[src/rtl/matvec_engine.sv]
// rtl/matvec_engine.sv - self-sequenced signed matrix-vector multiplier, y = W*x
// Loads x then row-major W over a valid/ready stream, one saturating MAC, streams M row results.
module matvec_engine #(
    parameter int DATA_W = 14,
    parameter int N      = 8,
    parameter int M      = 8,
    parameter int ACC_W  = 2 * DATA_W,
    localparam int ROW_W = (M > 1) ? $clog2(M) : 1
) (
    input  logic                     clk,
    input  logic                     rst,
    input  logic                     start,
    input  logic                     keep_x,
    input  logic                     in_valid,
    output logic                     in_ready,
    input  logic signed [DATA_W-1:0] in_data,
    output logic                     out_valid,
    input  logic                     out_ready,
    output logic signed [ACC_W-1:0]  out_data,
    output logic [ROW_W-1:0]         out_row,
    output logic                     out_sat,
    output logic                     busy,
    output logic                     done
);
    localparam int XA_W   = $clog2(N);
    localparam int WA_W   = $clog2(M * N);
    localparam int CNT_W  = $clog2(N + 1);
    localparam int PROD_W = 2 * DATA_W;

    typedef enum logic [2:0] {S_IDLE, S_LOAD_X, S_LOAD_W, S_MAC, S_OUT} state_t;

    state_t                    state_q, state_d;
    logic [CNT_W-1:0]          cnt_q, cnt_d;
    logic [ROW_W-1:0]          row_q, row_d;
    logic signed [ACC_W-1:0]   acc_q, acc_d;
    logic                      sat_q, sat_d;
    logic                      done_q, done_d;
    logic                      x_loaded_q, x_loaded_d;

    logic signed [DATA_W-1:0]  x_mem_q [N];
    logic signed [DATA_W-1:0]  w_mem_q [M*N];
    logic signed [DATA_W-1:0]  x_rd_q, w_rd_q;

    logic                      x_we, w_we;
    logic [XA_W-1:0]           x_addr;
    logic [WA_W-1:0]           w_addr;
    logic signed [PROD_W-1:0]  prod;
    logic signed [ACC_W:0]     sum;
    logic                      ovf;
    logic signed [ACC_W-1:0]   acc_next;
    logic                      col_last, row_last;

    // The same counter walks columns during loads and MAC steps, so addressing is shared.
    assign x_addr   = XA_W'(cnt_q);
    assign w_addr   = WA_W'(int'(row_q) * N + int'(cnt_q));
    assign col_last = (cnt_q == CNT_W'(N - 1));
    assign row_last = (row_q == ROW_W'(M - 1));

    assign prod = x_rd_q * w_rd_q;
    assign sum  = {{(ACC_W + 1 - PROD_W){prod[PROD_W-1]}}, prod} + {acc_q[ACC_W-1], acc_q};
    assign ovf  = (sum[ACC_W] != sum[ACC_W-1]);

    always_comb begin
        acc_next = sum[ACC_W-1:0];
        if (ovf) begin
            acc_next = sum[ACC_W] ? {1'b1, {(ACC_W-1){1'b0}}} : {1'b0, {(ACC_W-1){1'b1}}};
        end
    end

    always_comb begin
        state_d    = state_q;
        cnt_d      = cnt_q;
        row_d      = row_q;
        acc_d      = acc_q;
        sat_d      = sat_q;
        done_d     = 1'b0;
        x_loaded_d = x_loaded_q;
        x_we       = 1'b0;
        w_we       = 1'b0;
        case (state_q)
            S_IDLE: begin
                if (start) begin
                    cnt_d   = '0;
                    row_d   = '0;
                    state_d = (keep_x && x_loaded_q) ? S_LOAD_W : S_LOAD_X;
                end
            end
            S_LOAD_X: begin
                if (in_valid) begin
                    x_we = 1'b1;
                    if (col_last) begin
                        cnt_d      = '0;
                        x_loaded_d = 1'b1;
                        state_d    = S_LOAD_W;
                    end else begin
                        cnt_d = cnt_q + CNT_W'(1);
                    end
                end
            end
            S_LOAD_W: begin
                if (in_valid) begin
                    w_we = 1'b1;
                    if (col_last) begin
                        cnt_d = '0;
                        if (row_last) begin
                            row_d   = '0;
                            acc_d   = '0;
                            sat_d   = 1'b0;
                            state_d = S_MAC;
                        end else begin
                            row_d = row_q + ROW_W'(1);
                        end
                    end else begin
                        cnt_d = cnt_q + CNT_W'(1);
                    end
                end
            end
            S_MAC: begin
                // Step 0 only primes the registered reads; steps 1..N accumulate.
                cnt_d = cnt_q + CNT_W'(1);
                if (cnt_q != '0) begin
                    acc_d = acc_next;
                    sat_d = sat_q | ovf;
                end
                if (cnt_q == CNT_W'(N)) begin
                    cnt_d   = '0;
                    state_d = S_OUT;
                end
            end
            S_OUT: begin
                if (out_ready) begin
                    if (row_last) begin
                        done_d  = 1'b1;
                        state_d = S_IDLE;
                    end else begin
                        row_d   = row_q + ROW_W'(1);
                        cnt_d   = '0;
                        acc_d   = '0;
                        sat_d   = 1'b0;
                        state_d = S_MAC;
                    end
                end
            end
            default: state_d = S_IDLE;
        endcase
    end

    always_ff @(posedge clk) begin
        if (rst) begin
            state_q    <= S_IDLE;
            cnt_q      <= '0;
            row_q      <= '0;
            acc_q      <= '0;
            sat_q      <= 1'b0;
            done_q     <= 1'b0;
            x_loaded_q <= 1'b0;
        end else begin
            state_q    <= state_d;
            cnt_q      <= cnt_d;
            row_q      <= row_d;
            acc_q      <= acc_d;
            sat_q      <= sat_d;
            done_q     <= done_d;
            x_loaded_q <= x_loaded_d;
        end
    end

    // Operand storage is deliberately unreset so x survives between jobs.
    always_ff @(posedge clk) begin
        if (x_we) x_mem_q[x_addr] <= in_data;
        if (w_we) w_mem_q[w_addr] <= in_data;
        x_rd_q <= x_mem_q[x_addr];
        w_rd_q <= w_mem_q[w_addr];
    end

    assign in_ready  = (state_q == S_LOAD_X) || (state_q == S_LOAD_W);
    assign out_valid = (state_q == S_OUT);
    assign out_data  = acc_q;
    assign out_row   = row_q;
    assign out_sat   = sat_q;
    assign busy      = (state_q != S_IDLE);
    assign done      = done_q;

endmodule

[config.mk]
export PLATFORM = sky130hd
export DESIGN_NAME = matvec_engine
export DESIGN_NICKNAME = d
export VERILOG_FILES = /design/src/rtl/matvec_engine.sv
export SDC_FILE = /design/constraint.sdc
export NUM_CORES = 2
export LEC_CHECK = 0
export ABC_AREA = 1
export ABC_CLOCK_PERIOD_IN_PS = 16850
export BUFFER_PORTS_ARGS = -buffer_cell sky130_fd_sc_hd__buf_2
export CAP_MARGIN = 0
export CORE_ASPECT_RATIO = 1.2
export CORE_MARGIN = 4
export CORE_UTILIZATION = 65
export DETAILED_ROUTE_END_ITERATION = 10
export PLACE_DENSITY = 0.87
export SLEW_MARGIN = 20
export SYNTH_ARGS = -nofsm -noshare
export SYNTH_HDL_FRONTEND = slang
export SYNTH_SLANG_ARGS = --single-unit
[constraint.sdc]
create_clock -name clk -period 16.85 [get_ports clk]
set_input_delay 2.5275 -clock clk [delete_from_list [all_inputs] [get_ports clk]]
set_output_delay 2.5275 -clock clk [all_outputs]
set_load 0.05 [all_outputs]
==> results.md <==
* Outcome: completed
* Ranking of synthesized cells by area: edfxtp_1 61%, fa_1 9.6%, nand2_1 7.7%
* Most frequent CP cell: inv_1
* Non-Filler Cell Area, Final at ~54000 µm²
* RSZ-0062 raised after global routing: no
* Sequential element share of the synthesized area at between 60% and 70%
* TritonCTS Buffers at between 90 and 100
* CP peak stage delay at 0.73 ns
* Initial antenna violation count at 5
* Port bufs at 55
* H-Tree Depth at 3
* Io pins at 56
* Cell depth of the worst hold path at 2
* Worst Max-Slew Pin Slew at between 1 and 1.5 ns
* Total Die Area at approximately 81000 µm²
* Synthesized area at about 50000 µm²
* Largest net degree at the start of global routing at 119
* Post-route ant nets at 0
* Core ar. at ~75000 µm²
* Area of placed instances at around 51000 µm²
* Post-synth EDFFs at between 1000 and 1500
* HPWL after DPL at 78.1 mm
* Final Non-Filler Cells at about 5000
* Synth-to-Final Area Change at 9.51%
* Synth cell types at 55
* Syn Nets at between 4000 and 5000
* Fin. Hold Viols at 0
* Final period util at 42.4%
* Worst Reg-to-Reg Cells at 25
* First-pass GRT wire length at 197 mm
* GRT Total Usage at roughly 33%
* Clk sinks at ~1100
* Total grt overflow at 0
* Share of post-route cells with drive strength above 1 at between 8 and 9%
* Clock skew at 0.0290 ns
* Crit start category: flop
* Max Slew Vio Count at 0
* Crit-path max FO at 27
* MaxCap Viol Count at 0
* FMAX at about 140 MHz
* Worst-skew pair later-pin latency at 0.67 ns
* Synth warn at 0
* Layout Nets at 4400
* Req. time, crit path at around 17 ns
* Area leader, netlist: edfxtp_1
* Ys async rst share at 0%
* Clock root cell: clkbuf_16
* Detailed Routing Iterations Pass 1 at 9
* Post-Syn Instances at around 4000
* #FFs+latches synth at between 1000 and 1500
* Syn Area/Cell at between 10 and 15 µm²
* Delay-heaviest family, CP: adder cells
* Resize count post-CTS at 0
* Die width at 260 µm
* Clock slew at reported path FFs at 0.07 ns
* Final WL at approximately 130 mm
* Yosys top cell area share at around three fifths
* DRC at 0
* CP arrival at a little under 8 ns
* HP Class: flop to flop
* Slew HR at 22.7%
* Clock Path Buffers at 3
* Number of global-route vias before repair at around 34000
* Post-CTS Hold Buffers at 0
* Wire length per cell at 25.6 µm
* Crit path kind: flop to flop
* Placed cells at approximately 5000
* Worst path depth at 25
* Setup Viol. Count Final at 0
* Cell row count at 110
* Starting Density at between 60% and 70%
* CTS tree: yes
* CP endpoint kind: flop
* WP buf/inv at 7
* Post-route setup TNS at 0 ns
* Die Ht at 310 µm
* Initial drt markers at 5147
* Postcts setup bufs at 0
* Synth Flop Type: edfxtp_1
* Via density at approximately 6.4
* Slowest CP cell: fa_1
* DR vias at about 33000
* Gpl congestion at roughly 0.9
* Post-layout min period at between 7 and 8 ns
==> cells in the mapped netlist, types with 3 or more instances <==
cell type  instances
a211oi_1           4
a21oi_1           73
a21oi_2           16
a221oi_1          86
a22o_1            31
a22oi_1          153
a31oi_1            3
and3_1            21
buf_1             19
buf_2             55
buf_4              4
clkbuf_1          69
dfxtp_1           69
edfxtp_1        1008
fa_1             238
ha_1              89
inv_1            517
inv_2             15
nand2_1         1014
nand2_2            7
nand3_1           73
nand3_2            3
nand3b_1           4
nand4_1          120
nor2_1           155
nor3_1            14
nor4_1             3
o211ai_1           5
o21ai_0           33
o21bai_1           8
o2bb2ai_1          6
or2_2              4
xnor2_1           14
xor2_1             6
==> kinds of logic (layout without fill, tap and decap cells) <==
family	after synthesis	in the layout	synth area share [%]
DFF	1077	1077	63.9
AOI/OAI and AO/OA	428	428	6.35
xor gates and xnor gates	20	20	0.354
other	0	1	0
and+or+nand+nor	1426	1426	12.0
buffers and inverters	688	853	5.49
adders and majority gates	327	327	11.9
==> tightest hold or removal path, stage by stage, from the launching register on <==
cell and delay [ns]:
edfxtp_1 0.32, a21oi_1 0.06, nand4_1 0.06
==> stage by stage <==
step / util (%) / hold slack, ns / worst slack [ns]
floorplan: - / 0.429 / 10.80
global placement: 67.9 / 0.442 / 10.03
detailed placement: 67.9 / 0.455 / 9.82
CTS: 72.0 / 0.469 / 9.74
global route: 72.0 / 0.474 / 9.23
finish: 72.0 / 0.462 / 9.71
==> final timing paths <==
check / to / startpoint / slack, ns
hold / removal: x_rd_q[10] / x_mem_q[3][10] / 0.46
hold reg to reg: x_rd_q[10] / x_mem_q[3][10] / 0.46
setup reg to reg: out_data[3] / x_rd_q[13] / 9.71
setup / recovery: out_data[3] / x_rd_q[13] / 9.71
==> final cells by class <==
type | count | area (µm²)
Antenna cell | 1 | 2.50
Clock buffer | 118 | 2580
Clock inverter | 59 | 529
Fill cell | 4421 | 21100
Inverter | 534 | 2020
Multi-Input combinational cell | 2201 | 15200
Sequential cell | 1077 | 31700
Tap cell | 1008 | 1260
Timing Repair Buffer | 142 | 941
==> registers in the layout, summed over array words and instances, names as in the netlist <==
register,count
x_loaded_q,1
done,1
x_rd_q,14
out_data,28
w_mem_q,896
w_rd_q,14
x_mem_q,112
state_q,3
out_row,3
out_sat,1
cnt_q,4
==> placed cells by master, fill, tap and decap left out, types with 7 or more instances in the layout <==
| cell | instances |
|---|---|
| a21oi_2 | 16 |
| nand2_2 | 7 |
| and3_1 | 21 |
| fa_1 | 238 |
| clkinv_2 | 14 |
| nand4_1 | 120 |
| buf_4 | 86 |
| nand3_1 | 73 |
| clkinv_1 | 28 |
| nor3_2 | 7 |
| a22oi_1 | 153 |
| inv_1 | 517 |
| a221oi_1 | 86 |
| clkbuf_16 | 100 |
| inv_4 | 7 |
| xnor2_1 | 14 |
| clkbuf_1 | 17 |
| edfxtp_1 | 1008 |
| o21bai_1 | 8 |
| buf_2 | 55 |
| ha_1 | 89 |
| dfxtp_1 | 69 |
| nor3_1 | 8 |
| nor2_2 | 23 |
| inv_2 | 8 |
| o21ai_0 | 33 |
| bufinv_16 | 9 |
| nand2_1 | 1014 |
| a22o_1 | 31 |
| a21oi_1 | 73 |
| nor2_1 | 133 |
==> routing by layer <==
layer	track usage, %	share of wire, %	vias up
met5	0	0.045	-
met4	18.3	6.3	8
met3	7.07	12	564
met2	54.9	49	2765
met1	39.9	33	15800
li1	-	-	13800
Power is not shown: default switching activity piles up to over one toggle a cycle in this logic, so the estimate is an artifact.
